--- src/rtl/pipe_fetch.sv ---
// Instruction-fetch stage: PC register, IF/ID pipeline register and a small
// FETCH/WAIT/HOLD controller that absorbs memory wait states and load-use stalls.
module pipe_fetch #(
    parameter logic [31:0] RESET_PC = 32'h0000_0000,
    parameter logic [31:0] NOP_INST = 32'h0000_0000
) (
    input  logic        clock,
    input  logic        resetn,
    input  logic [1:0]  pcsource,
    input  logic [31:0] bpc,
    input  logic [31:0] da,
    input  logic [31:0] jpc,
    input  logic        wpcir,
    output logic [31:0] imem_addr,
    output logic        imem_req,
    input  logic [31:0] imem_rdata,
    input  logic        imem_ready,
    output logic [31:0] pc,
    output logic [31:0] dpc4,
    output logic [31:0] inst,
    output logic        dvalid
);

    typedef enum logic [1:0] {
        S_FETCH = 2'd0,
        S_WAIT  = 2'd1,
        S_HOLD  = 2'd2
    } state_t;

    state_t      r_state;
    state_t      w_state_nxt;

    logic [31:0] r_pc;
    logic [31:0] r_inst;
    logic [31:0] r_dpc4;
    logic        r_dvalid;
    logic        r_pend_v;
    logic [31:0] r_pend_tgt;
    logic [31:0] r_hold_inst;
    logic [31:0] r_hold_pc4;

    logic        w_pc_upd;
    logic        w_ifid_ld;
    logic        w_use_hold;
    logic        w_hold_ld;
    logic        w_bubble;
    logic        w_capture;
    logic [31:0] w_pc4;
    logic [31:0] w_sel;
    logic [31:0] w_npc;

    // Carry out of bit 31 is dropped, so the PC wraps to zero.
    assign w_pc4 = r_pc + 32'd4;

    always_comb begin
        w_sel = w_pc4;
        case (pcsource)
            2'b00:   w_sel = w_pc4;
            2'b01:   w_sel = bpc;
            2'b10:   w_sel = da;
            default: w_sel = jpc;
        endcase
    end

    // A redirect seen while the PC cannot move is remembered so it is not lost
    // once ID has moved on and pcsource goes back to sequential.
    assign w_npc = r_pend_v ? r_pend_tgt : w_sel;

    always_ff @(posedge clock) begin
        if (!resetn) begin
            r_state <= S_FETCH;
        end else begin
            r_state <= w_state_nxt;
        end
    end

    always_comb begin
        // NOTE: every output of this block gets a default first, so no path can infer a latch.
        w_state_nxt = r_state;
        w_pc_upd    = 1'b0;
        w_ifid_ld   = 1'b0;
        w_use_hold  = 1'b0;
        w_hold_ld   = 1'b0;
        w_bubble    = 1'b0;
        case (r_state)
            S_FETCH, S_WAIT: begin
                if (imem_ready) begin
                    if (wpcir) begin
                        w_pc_upd    = 1'b1;
                        w_ifid_ld   = 1'b1;
                        w_state_nxt = S_FETCH;
                    end else begin
                        w_hold_ld   = 1'b1;
                        w_state_nxt = S_HOLD;
                    end
                end else begin
                    w_bubble    = wpcir;
                    w_state_nxt = S_WAIT;
                end
            end
            S_HOLD: begin
                if (wpcir) begin
                    w_pc_upd    = 1'b1;
                    w_ifid_ld   = 1'b1;
                    w_use_hold  = 1'b1;
                    w_state_nxt = S_FETCH;
                end
            end
            default: w_state_nxt = S_FETCH;
        endcase
    end

    assign w_capture = wpcir && r_dvalid && (pcsource != 2'b00) && !w_pc_upd;

    // NOTE: state registers use non-blocking assignments so every register sees pre-edge values.
    always_ff @(posedge clock) begin
        if (!resetn) begin
            r_pc        <= RESET_PC;
            r_inst      <= NOP_INST;
            r_dpc4      <= 32'd0;
            r_dvalid    <= 1'b0;
            r_pend_v    <= 1'b0;
            r_pend_tgt  <= 32'd0;
            r_hold_inst <= 32'd0;
            r_hold_pc4  <= 32'd0;
        end else begin
            if (w_pc_upd) begin
                r_pc     <= w_npc;
                r_pend_v <= 1'b0;
            end else if (w_capture) begin
                r_pend_v   <= 1'b1;
                r_pend_tgt <= w_sel;
            end

            if (w_ifid_ld) begin
                r_inst   <= w_use_hold ? r_hold_inst : imem_rdata;
                r_dpc4   <= w_use_hold ? r_hold_pc4  : w_pc4;
                r_dvalid <= 1'b1;
            end else if (w_bubble) begin
                r_inst   <= NOP_INST;
                r_dvalid <= 1'b0;
            end

            if (w_hold_ld) begin
                r_hold_inst <= imem_rdata;
                r_hold_pc4  <= w_pc4;
            end
        end
    end

    assign imem_addr = r_pc;
    assign imem_req  = resetn && (r_state != S_HOLD);
    assign pc        = r_pc;
    assign dpc4      = r_dpc4;
    assign inst      = r_inst;
    assign dvalid    = r_dvalid;

endmodule

--- config.mk ---
export PLATFORM = sky130hd
export DESIGN_NAME = pipe_fetch
export DESIGN_NICKNAME = d
export VERILOG_FILES = /design/src/rtl/pipe_fetch.sv
export SDC_FILE = /design/constraint.sdc
export NUM_CORES = 1
export LEC_CHECK = 0
export ABC_AREA = 1
export CORE_MARGIN = 8
export CORE_UTILIZATION = 49
export DETAILED_ROUTE_END_ITERATION = 7
export MAX_ROUTING_LAYER = met4
export PLACE_DENSITY_LB_ADDON = 0.08
export RECOVER_POWER = 25
export SLEW_MARGIN = 20
export SYNTH_ARGS = -nofsm -noshare
export SYNTH_HDL_FRONTEND = slang
export SYNTH_SLANG_ARGS = --single-unit
--- constraint.sdc ---
create_clock -name clock -period 2.1 [get_ports clock]
set_input_delay 0.21 -clock clock [delete_from_list [all_inputs] [get_ports clock]]
set_output_delay 0.21 -clock clock [all_outputs]
set_load 0.02 [all_outputs]
Word-level counts from Yosys, hierarchy flattened

Index checks and enable logic that the tools add are counted.

$add $sub $neg: 1
Eq/ne operators: 6
Multiplexer cells: 21
Bitwise gates (word level): 2
Reductions and logical operators: 12

Operators by type and width:

| kind                    | number |
|---|---|
| $mux W32                | 5 |
| $pmux W32 S3            | 1 |
| $add A32 B3 Y32 const B | 1 |
| $mux W1                 | 10 |
| $mux W2                 | 3 |
| $eq A2 B1 Y1 const B    | 2 |
| $eq A2 B2 Y1 const B    | 2 |
| $logic_and A1 B1 Y1     | 4 |
| $logic_not A2 Y1        | 2 |
| $ne A2 B2 Y1 const B    | 2 |
| $pmux W2 S2             | 1 |
| $reduce_bool A2 Y1      | 2 |
| $reduce_or A2 Y1        | 2 |
| $not A1 Y1              | 2 |
| $pmux W1 S2             | 1 |
| $reduce_and A2 Y1       | 1 |
| $logic_not A1 Y1        | 1 |

Flip-flop bits (word level): 196
Bits of input ports: 134
Output and inout bits: 130
Logic and storage cells: 51

Longest topological paths before layout

Gate-level depths: netlist (run 1).

Depth in word-level cells: 6
Mapped depth: 12
Gate-level depth less buffers: 12

Worst setup path after synthesis (run 1)

Ideal clock, no wire load.

Path kind: register -> register
From: register r_pc[3], in the netlist imem_addr[3]
To: register r_pend_tgt[26]
Library setup time: 113 ps
Arrival time: 1,636 ps
Required time: 1,987 ps
Setup slack: 351 ps
Stages on the path, launching flop included: 11
Buffers on the path: 0
Clock period less this slack: 1,749 ps
Cell sequence: dfxtp_1 ha_1 nand2_1 nor2_2 nand2_2 nor2_4 nand3_1 nand3_1 nand3_1 o21ai_1 inv_1

Cells in the longest elaborated chain, start to end: 2

RTL lines:

| element                  | RTL line | source |
|---|---|---|
| start: declaration       | 33       | `logic [31:0] r_pc;` |
| start signal: assignment | 128      | `r_pc <= w_npc;` |
| $add A32 B3 Y32          | 53       | `assign w_pc4 = r_pc + 32'd4;` |
| $pmux W32 S3             | 57       | `case (pcsource)` |
| end signal: assignment   | 132      | `r_pend_tgt <= w_sel;` |
| end: declaration         | 38       | `logic [31:0] r_pend_tgt;` |

Every way passes these cells.
A chain may end at the register's enable or synchronous reset.

Worst setup path after layout (run 1)

From: input wpcir
To: register r_pc[2], in the netlist imem_addr[2]

Cells in the longest elaborated chain, start to end: 3

RTL lines:

| element            | RTL line | source |
|---|---|---|
| start: declaration | 13       | `input logic wpcir,` |
| $mux W1 *          | 88, 102  |  |
| $mux W1            | 87       | `if (imem_ready) begin` |
| $pmux W1 S2 *      | 85       | `case (r_state)` |

Mark *: on every way between the ends. The rest lies on a longest branch, timed or not.

==> results of run 1 <==
-- cell families (layout without fill, tap and decap cells) --
| kind of cell | count (synthesis) | count (layout) | synth area share (%) |
|---|---|---|---|
| AND/OR/NAND/NOR | 583 | 583 | 26.0 |
| AO/OA/AOI/OAI | 339 | 339 | 18.0 |
| buffers and inverters | 304 | 522 | 13.5 |
| flip-flops | 196 | 196 | 39.8 |
| XOR/XNOR | 15 | 15 | 1.56 |
| multiplexers | 10 | 10 | 1.01 |
| adder cells (fa/ha/maj) | 1 | 1 | 0.127 |
-- synthesized netlist by cell type (2+ instances only) --
master and count:
sky130_fd_sc_hd__a21oi_1 101, sky130_fd_sc_hd__a22o_1 5, sky130_fd_sc_hd__a31oi_1 2, sky130_fd_sc_hd__and2_1 5, sky130_fd_sc_hd__buf_1 4, sky130_fd_sc_hd__buf_2 29, sky130_fd_sc_hd__buf_4 39, sky130_fd_sc_hd__clkbuf_1 51
sky130_fd_sc_hd__dfxtp_1 196, sky130_fd_sc_hd__inv_1 171, sky130_fd_sc_hd__inv_2 7, sky130_fd_sc_hd__mux2i_1 10, sky130_fd_sc_hd__nand2_1 307, sky130_fd_sc_hd__nand2_2 4, sky130_fd_sc_hd__nand3_1 122, sky130_fd_sc_hd__nand3b_1 4
sky130_fd_sc_hd__nand4_1 34, sky130_fd_sc_hd__nor2_1 90, sky130_fd_sc_hd__nor2_2 4, sky130_fd_sc_hd__nor2_4 7, sky130_fd_sc_hd__nor3_1 3, sky130_fd_sc_hd__o211ai_1 4, sky130_fd_sc_hd__o21a_1 2, sky130_fd_sc_hd__o21ai_0 175
sky130_fd_sc_hd__o21ai_1 30, sky130_fd_sc_hd__o21bai_1 11, sky130_fd_sc_hd__o22ai_1 7, sky130_fd_sc_hd__xor2_1 11, sky130_fd_sc_hd__xor2_2 3
-- state kept, by name (all words and copies together) (netlist names) --
signal / count
r_pend_tgt: 32
r_hold_pc4: 32
dvalid: 1
r_state: 2
r_hold_inst: 32
r_pend_v: 1
inst: 32
dpc4: 32
imem_addr: 32
-- report_power, final --
group | switching (W) | total, W | leakage [nW] | internal, W
logic | 0.000852 | 0.00157 | 3.85 | 0.000718
clock network | 0.00152 | 0.00319 | 0.266 | 0.00167
registers | 0.000127 | 0.00404 | 1.60 | 0.00391
total | 0.00250 | 0.00879 | 5.71 | 0.00630
-- worst paths after layout --
kind | startpoint | end | slack [ns]
hold / removal | resetn | imem_addr[3] | 0.39
setup reg to reg | imem_addr[2] | imem_addr[22] | 0.19
setup / recovery | wpcir | imem_addr[2] | 0.17
hold reg to reg | dpc4[25] | dpc4[25] | 0.45
-- metal layers --
layer / vias to the layer above / GRT usage (%) / part of all wire [%]
li1: 5069 / - / -
met1: 4471 / 32.4 / 48
met2: 382 / 37.2 / 44
met3: 30 / 4.56 / 6.8
met4: 0 / 6.35 / 1.5
met5: - / - / 0
-- worst max-delay path, cell delays in order --
cell	delay (ns)
sky130_fd_sc_hd__dlygate4sd3_1	0.73
sky130_fd_sc_hd__nand3_1	0.12
sky130_fd_sc_hd__nand2_1	0.23
sky130_fd_sc_hd__inv_2	0.09
sky130_fd_sc_hd__nor2_4	0.12
sky130_fd_sc_hd__clkbuf_1	0.44
sky130_fd_sc_hd__o21ai_0	0.17
sky130_fd_sc_hd__o22ai_1	0.17
-- through the flow --
step | worst slack [ns] | area, um^2 | std cells | util, %
after floorplan | 0.351 | 9870 | 1448 | -
after global placement | 0.187 | 12600 | 1904 | 63.3
after detailed placement | 0.120 | 12600 | 1904 | 63.3
after CTS | 0.194 | 13200 | 1936 | 66.2
after global routing | 0.00488 | 13200 | 1936 | 66.0
final | 0.175 | 13200 | 1936 | 66.0
-- area by class of cell --
cell class | instances | area, um^2 | area share, %
multi-input cells | 948 | 4610 | 35.0
repair buffers | 311 | 3050 | 23.2
clock inverters | 14 | 151 | 1.15
flip-flops and latches | 196 | 3920 | 29.8
inverters | 179 | 672 | 5.10
clock buffers | 18 | 429 | 3.26
well taps | 270 | 338 | 2.56
==> results.md, run 1 <==
- The number of I/O pins is 264.
- In this run the worst path has a maximum fanout of 11.
- The number of gates resized after CTS was 0.
- The vias per cell is 5.14.
- Derived from the worst setup path, the maximum achievable clock frequency is 0.519 GHz.
- The worst setup path is captured at a register.
- For this design, the CTS-stage hold fixing added 0 buffers.
- In this run the worst hold path is classified as input port to register.
- The hold slack is 0.387 ns.
- The CTS sink count is 196.
- The die footprint is 24900 um^2.
- The first global-routing pass estimated 47400 um of wire.
- Measured against its own limit, the worst slew margin works out to 47.6%.
- The category of the most critical setup path is input port to register.
- In this run the mean area of a mapped cell was 6.82 um^2.
- For this configuration, the core starts out at a cell density of 49.4%.
- TritonCTS built the clock tree.
- The global routing usage summed across all routing layers is 24.3%.
- The portion of the post-synthesis area used by sequential elements is 39.8%.
- The DRC marker count from the first detailed-route iteration is 1087.
- The die is 158 um tall.
- After detailed routing, the average wire length per cell comes to 15.5 um.
- The mapped netlist covers 9870 um^2.
- The library cells used most frequently in the layout, excluding fill and tap cells, are sky130_fd_sc_hd__nand2_1 (308), sky130_fd_sc_hd__clkdlybuf4s50_1 (237), sky130_fd_sc_hd__dfxtp_1 (196).
- The clock latency of the later-clocked register in the worst-skew pair is 0.43 ns.
- The area growth from synthesis to layout is 33.5%.
- The worst hold path passes through 4 cells.
- Entering global routing, the biggest net connects 88 pins.
- Clock-pin slew was measured on the worst setup and hold paths at 0.07 ns.
- The H-tree depth reported by CTS is 4.
- In this run, CTS created clock tree buffers numbering 17.
- The cell sitting at the root of the clock tree is a sky130_fd_sc_hd__clkbuf_16.
- After legalization and detailed placement, the total HPWL measured 22500 um.
- For this run, asynchronously set or reset flops after synthesis account for 0%.
- The initial antenna violation count is 0.
- The number of nets in the finished design is 1788.
- The routability congestion estimate is 0.900.
- The final max-slew violation count was 0.
- For the worst setup path, the data required time is 2.45 ns.
- The top cell type by area accounts for 39.8% of the synthesized area.
- The most instantiated flip-flop cell in the synthesis netlist is sky130_fd_sc_hd__dfxtp_1.
- The number of core rows is 52.
- The number of port buffers is 263.
- The total via count after detailed routing is 9952.
- The total count of hold-check failures in the final report is 0.
- The worst-case IR drop observed on VDD is 0.472 mV.
- The data arrival at the endpoint of the critical path is 2.28 ns.
- The ratio of total power to cell area is 667 nW/um^2.
- The run finished with clean final reports.
- The number of warnings issued by yosys is 0.
- The number of iterations in the first detailed-routing pass is 7.
- In this run the static leakage power is 5.71 nW.
- The top cell type by total area after synthesis is sky130_fd_sc_hd__dfxtp_1.
- The number of global-route vias before repair is 9231.
- The final cycle utilization of the critical path is 91.7%.
- Yosys attributes the largest share of cell area to sky130_fd_sc_hd__dfxtp_1 (40%), sky130_fd_sc_hd__nand2_1 (12%), sky130_fd_sc_hd__o21ai_0 (8.9%).
- The final wirelength is 30100 um.
- 0 antenna diodes ended up in the layout.
- After routing, the total negative slack on setup checks comes to 0 ns.
- The total area inside the core boundary comes to 20000 um^2.
- The number of remaining DRC errors is 0.
- Setup repair after global routing left no endpoint under its margin.
- The total congestion overflow is 0.
- The synthesized netlist net count is 1583.
- The total power is 0.00879 W.
- The worst setup path is launched from an input port.
- At the pin with the least slew margin, the transition time is 0.785 ns.
- Setup violations remaining at the end of the flow were counted as 0.
- The library cell used most frequently in the layout, excluding fill and tap cells, is sky130_fd_sc_hd__nand2_1.
- The register bit total from synthesis is 196.
- The fraction of final layout cells sized beyond drive strength 1 is 6.30%.
- The synthesized design contains 0 enable-type register cells.
- The buffer levels on the longest clock path is 2.
- The count of nets left with antenna violations once routing finished came out at 0.
- Counting distinct cell types in the post-synthesis netlist gives 39.
- Max-cap violations in this run came to 0.
- The worst setup skew after layout is 0.00989 ns.
- The width of the chip is 158 um.
- The number of fill cells is 1798.
- The worst register-to-register path has a depth of 12.
- For the finished layout, the period the worst path requires is 1.93 ns.
- The post-synthesis instance total is 1448.
- Once the clock tree was built, the setup fixing pass inserted 0 buffers.
Note: power is estimated with default switching activity, not from simulation.
==> run 2: changes to the inputs <==
--- a/config.mk
+++ b/config.mk
@@ -8,6 +8,7 @@
 export ABC_AREA = 1
 export CORE_MARGIN = 8
 export CORE_UTILIZATION = 49
+export CTS_CLUSTER_SIZE = 40
 export DETAILED_ROUTE_END_ITERATION = 7
 export MAX_ROUTING_LAYER = met4
 export PLACE_DENSITY_LB_ADDON = 0.08
==> results of run 2 <==
Same layout as run 1: the final DEF is identical, and so are final timing and power.
==> run 3: changes to the inputs <==
--- a/config.mk
+++ b/config.mk
@@ -11,9 +11,8 @@
 export CTS_CLUSTER_SIZE = 40
 export DETAILED_ROUTE_END_ITERATION = 7
 export MAX_ROUTING_LAYER = met4
-export PLACE_DENSITY_LB_ADDON = 0.08
+export PLACE_DENSITY_LB_ADDON = 0.3
 export RECOVER_POWER = 25
-export SLEW_MARGIN = 20
 export SYNTH_ARGS = -nofsm -noshare
 export SYNTH_HDL_FRONTEND = slang
 export SYNTH_SLANG_ARGS = --single-unit
==> results.md, run 3 (synthesis results as in run 1) <==
- The number of fill cells is 1772 (-1.4%).
- The width of the chip came to 158 um (unchanged).
- The largest net degree at the start of global routing came to 100 (+14%).
- The post-cts repair resize count came to 0 (unchanged).
- The post-cts hold buffer count was 0 (unchanged).
- The number of global-route vias before repair is 9466 (+2.5%).
- The initial standard-cell utilization of the core is 49.4% (unchanged).
- The largest incremental delay on the critical path is 0.55 ns (-0.18 ns).
- The slowest stage of the critical path belongs to the cell sky130_fd_sc_hd__clkbuf_4.
- The total count of hold-check failures in the final report is 0 (unchanged).
- The clock latency of the later-clocked register in the worst-skew pair is 0.44 ns (about the same).
- The number of buffers inserted during clock tree synthesis is 17 (unchanged).
- The post-placement worst setup slack is 0.110 ns (-0.00994 ns).
- The number of core rows was 52 (unchanged).
- The max-capacitance violation count was 0 (unchanged).
- In the layout the commonest cells are sky130_fd_sc_hd__nand2_1 (307), sky130_fd_sc_hd__clkdlybuf4s50_1 (242), sky130_fd_sc_hd__dfxtp_1 (196).
- The number of port buffers was 263 (unchanged).
- The type of the tightest min-delay check is input port to register.
- The category of the worst setup path capture point is a register.
- STA classifies the critical path startpoint as a register.
- The number of I/O pins is 264 (unchanged).
- The vias per cell is 5.24 (+1.9%).
- The final max-slew violation count came to 0 (unchanged).
- The run finished with clean final reports.
- The slew at the pin closest to its max-slew limit is 1.00 ns (+0.217 ns).
- The most common library cell in the layout ignoring fill and taps is sky130_fd_sc_hd__nand2_1.
- The CTS sink count is 196 (unchanged).
- The final wirelength is 30800 um (+2.2%).
- The number of nets in the finished design is 1785 (-0.17%).
- The global routing usage summed across all routing layers came to 24.7% (+0.45 points).
- The required time of the critical path is 2.38 ns (-0.07 ns).
- The clock slew at the register clock pins of the worst setup and hold paths is 0.07 ns (about the same).
- Setup repair after global routing left no endpoint under its margin.
- The number of iterations in the first detailed-routing pass was 5 (-2).
- Traced cell by cell, the critical path runs through nor3_2 -> clkinv_1 -> clkbuf_4 -> o21ai_0 -> a21oi_1.
- The first-pass GRT wire length is 48000 um (+1.1%).
- The DRC marker count from the first detailed-route iteration was 888 (-18%).
- The remaining antenna violation count after routing is 0 (unchanged).
- The buffer levels on the longest clock path is 2 (unchanged).
- The worst voltage drop across the vdd grid is 0.495 mV (+5.0%).
- From synthesis to final layout, the design area changed by 34.0%.
- The number of remaining DRC errors was 0 (unchanged).
- The total via count after detailed routing was 10127 (+1.8%).
- The final critical path time including I/O delays and setup is 1.91 ns (-0.0112 ns).
- The H-tree depth reported by CTS is 4 (unchanged).
- The die footprint is 24900 um^2 (unchanged).
- The fraction of final layout cells sized beyond drive strength 1 is 6.19% (-0.11 points).
- The total negative slack for setup checks is 0 ns (unchanged).
- The top fanout value on the critical path is 99 (+88).
- The number of buffers inserted by post-CTS setup repair is 0 (unchanged).
- The tree is rooted in a sky130_fd_sc_hd__clkbuf_16.
- The total power was 0.00913 W (+3.8%).
- TritonCTS built the clock tree.
- The routability congestion estimate is 0.943 (+4.7%).
- The category of the most critical setup path is register to register.
- The initial antenna violation count came to 0 (unchanged).
- The die height is 158 um (unchanged).
- The total congestion overflow is 0 (unchanged).
- The fmax is 0.523 GHz (+0.59%).
- The final cycle utilization of the critical path is 91.1% (-0.53 points).
- The final routed wire length divided by cell count is 15.9 um (+2.4%).
- The hold slack is 0.243 ns (-0.145 ns).
- The placeable core region is 20000 um^2 (unchanged).
- The HPWL after detailed placement is 22500 um (+0.38%).
- The worst setup skew after layout was 0.00897 ns (-0.000923 ns).
- The antenna diode instance count is 0 (unchanged).
- The final worst-path setup slack is 0.186 ns (+0.0112 ns).
- The ratio of total power to cell area came to 691 nW/um^2 (+3.5%).
- The data arrival at the endpoint of the critical path came to 2.20 ns (-0.08 ns).
- The static leakage power is 5.75 nW (+0.63%).
- The worst slew margin relative to its limit is 33.2% (-14 points).
- The number of setup violations in the final report is 0 (unchanged).
==> run 3: worst paths after layout <==
| path | to | cells after the start | slack [ns] | from |
|---|---|---|---|---|
| hold reg to reg | dpc4[22] | 2 | 0.45 | dpc4[22] |
| setup reg to reg | r_hold_inst[17] | 5 | 0.19 | r_state[1] |
| setup / recovery | r_hold_inst[17] | 5 | 0.19 | r_state[1] |
| hold / removal | dvalid | 3 | 0.24 | resetn |
==> run 3: worst max-delay path: cells and delay by family, from the launching register on <==
kind / cells / cell delay (ns)
AND/OR/NAND/NOR: 1 / 0.23
flip-flops: 1 / 0.39
buffers and inverters: 2 / 0.63
AO/OA/AOI/OAI: 2 / 0.47
==> run 3: final cells by class <==
type	count	area, um^2	share of cell area [%]
multi-input cells	948	4610	34.9
flip-flops and latches	196	3920	29.7
repair buffers	308	3040	23.0
inverters	179	672	5.08
clock buffers	17	425	3.22
well taps	270	338	2.56
clock inverters	15	214	1.62
==> run 3: power breakdown <==
group | internal (W) | leakage, nW | switching [W]
Combinational | 0.000722 | 3.83 | 0.000865
Clock | 0.00194 | 0.315 | 0.00157
Sequential | 0.00391 | 1.60 | 0.000126
Total | 0.00657 | 5.75 | 0.00256
==> run 3: metal layers <==
| metal | up-vias | GRT usage (%) | share of wire (%) | wire [um] |
|---|---|---|---|---|
| met1 | 4599 | 32.2 | 45 | 13800 |
| met5 | - | - | 0 | 0 |
| li1 | 5068 | - | - | - |
| met3 | 40 | 5.30 | 7.8 | 2400 |
| met4 | 0 | 6.94 | 1.8 | 545 |
| met2 | 420 | 38.2 | 45 | 14000 |
==> run 3: through the flow <==
step,instances,instance area [um^2],util [%]
after floorplan,1448,9870,-
after global placement,1901,12600,63.1
after detailed placement,1901,12600,63.1
after CTS,1933,13200,66.3
after global routing,1933,13200,66.2
final,1933,13200,66.2
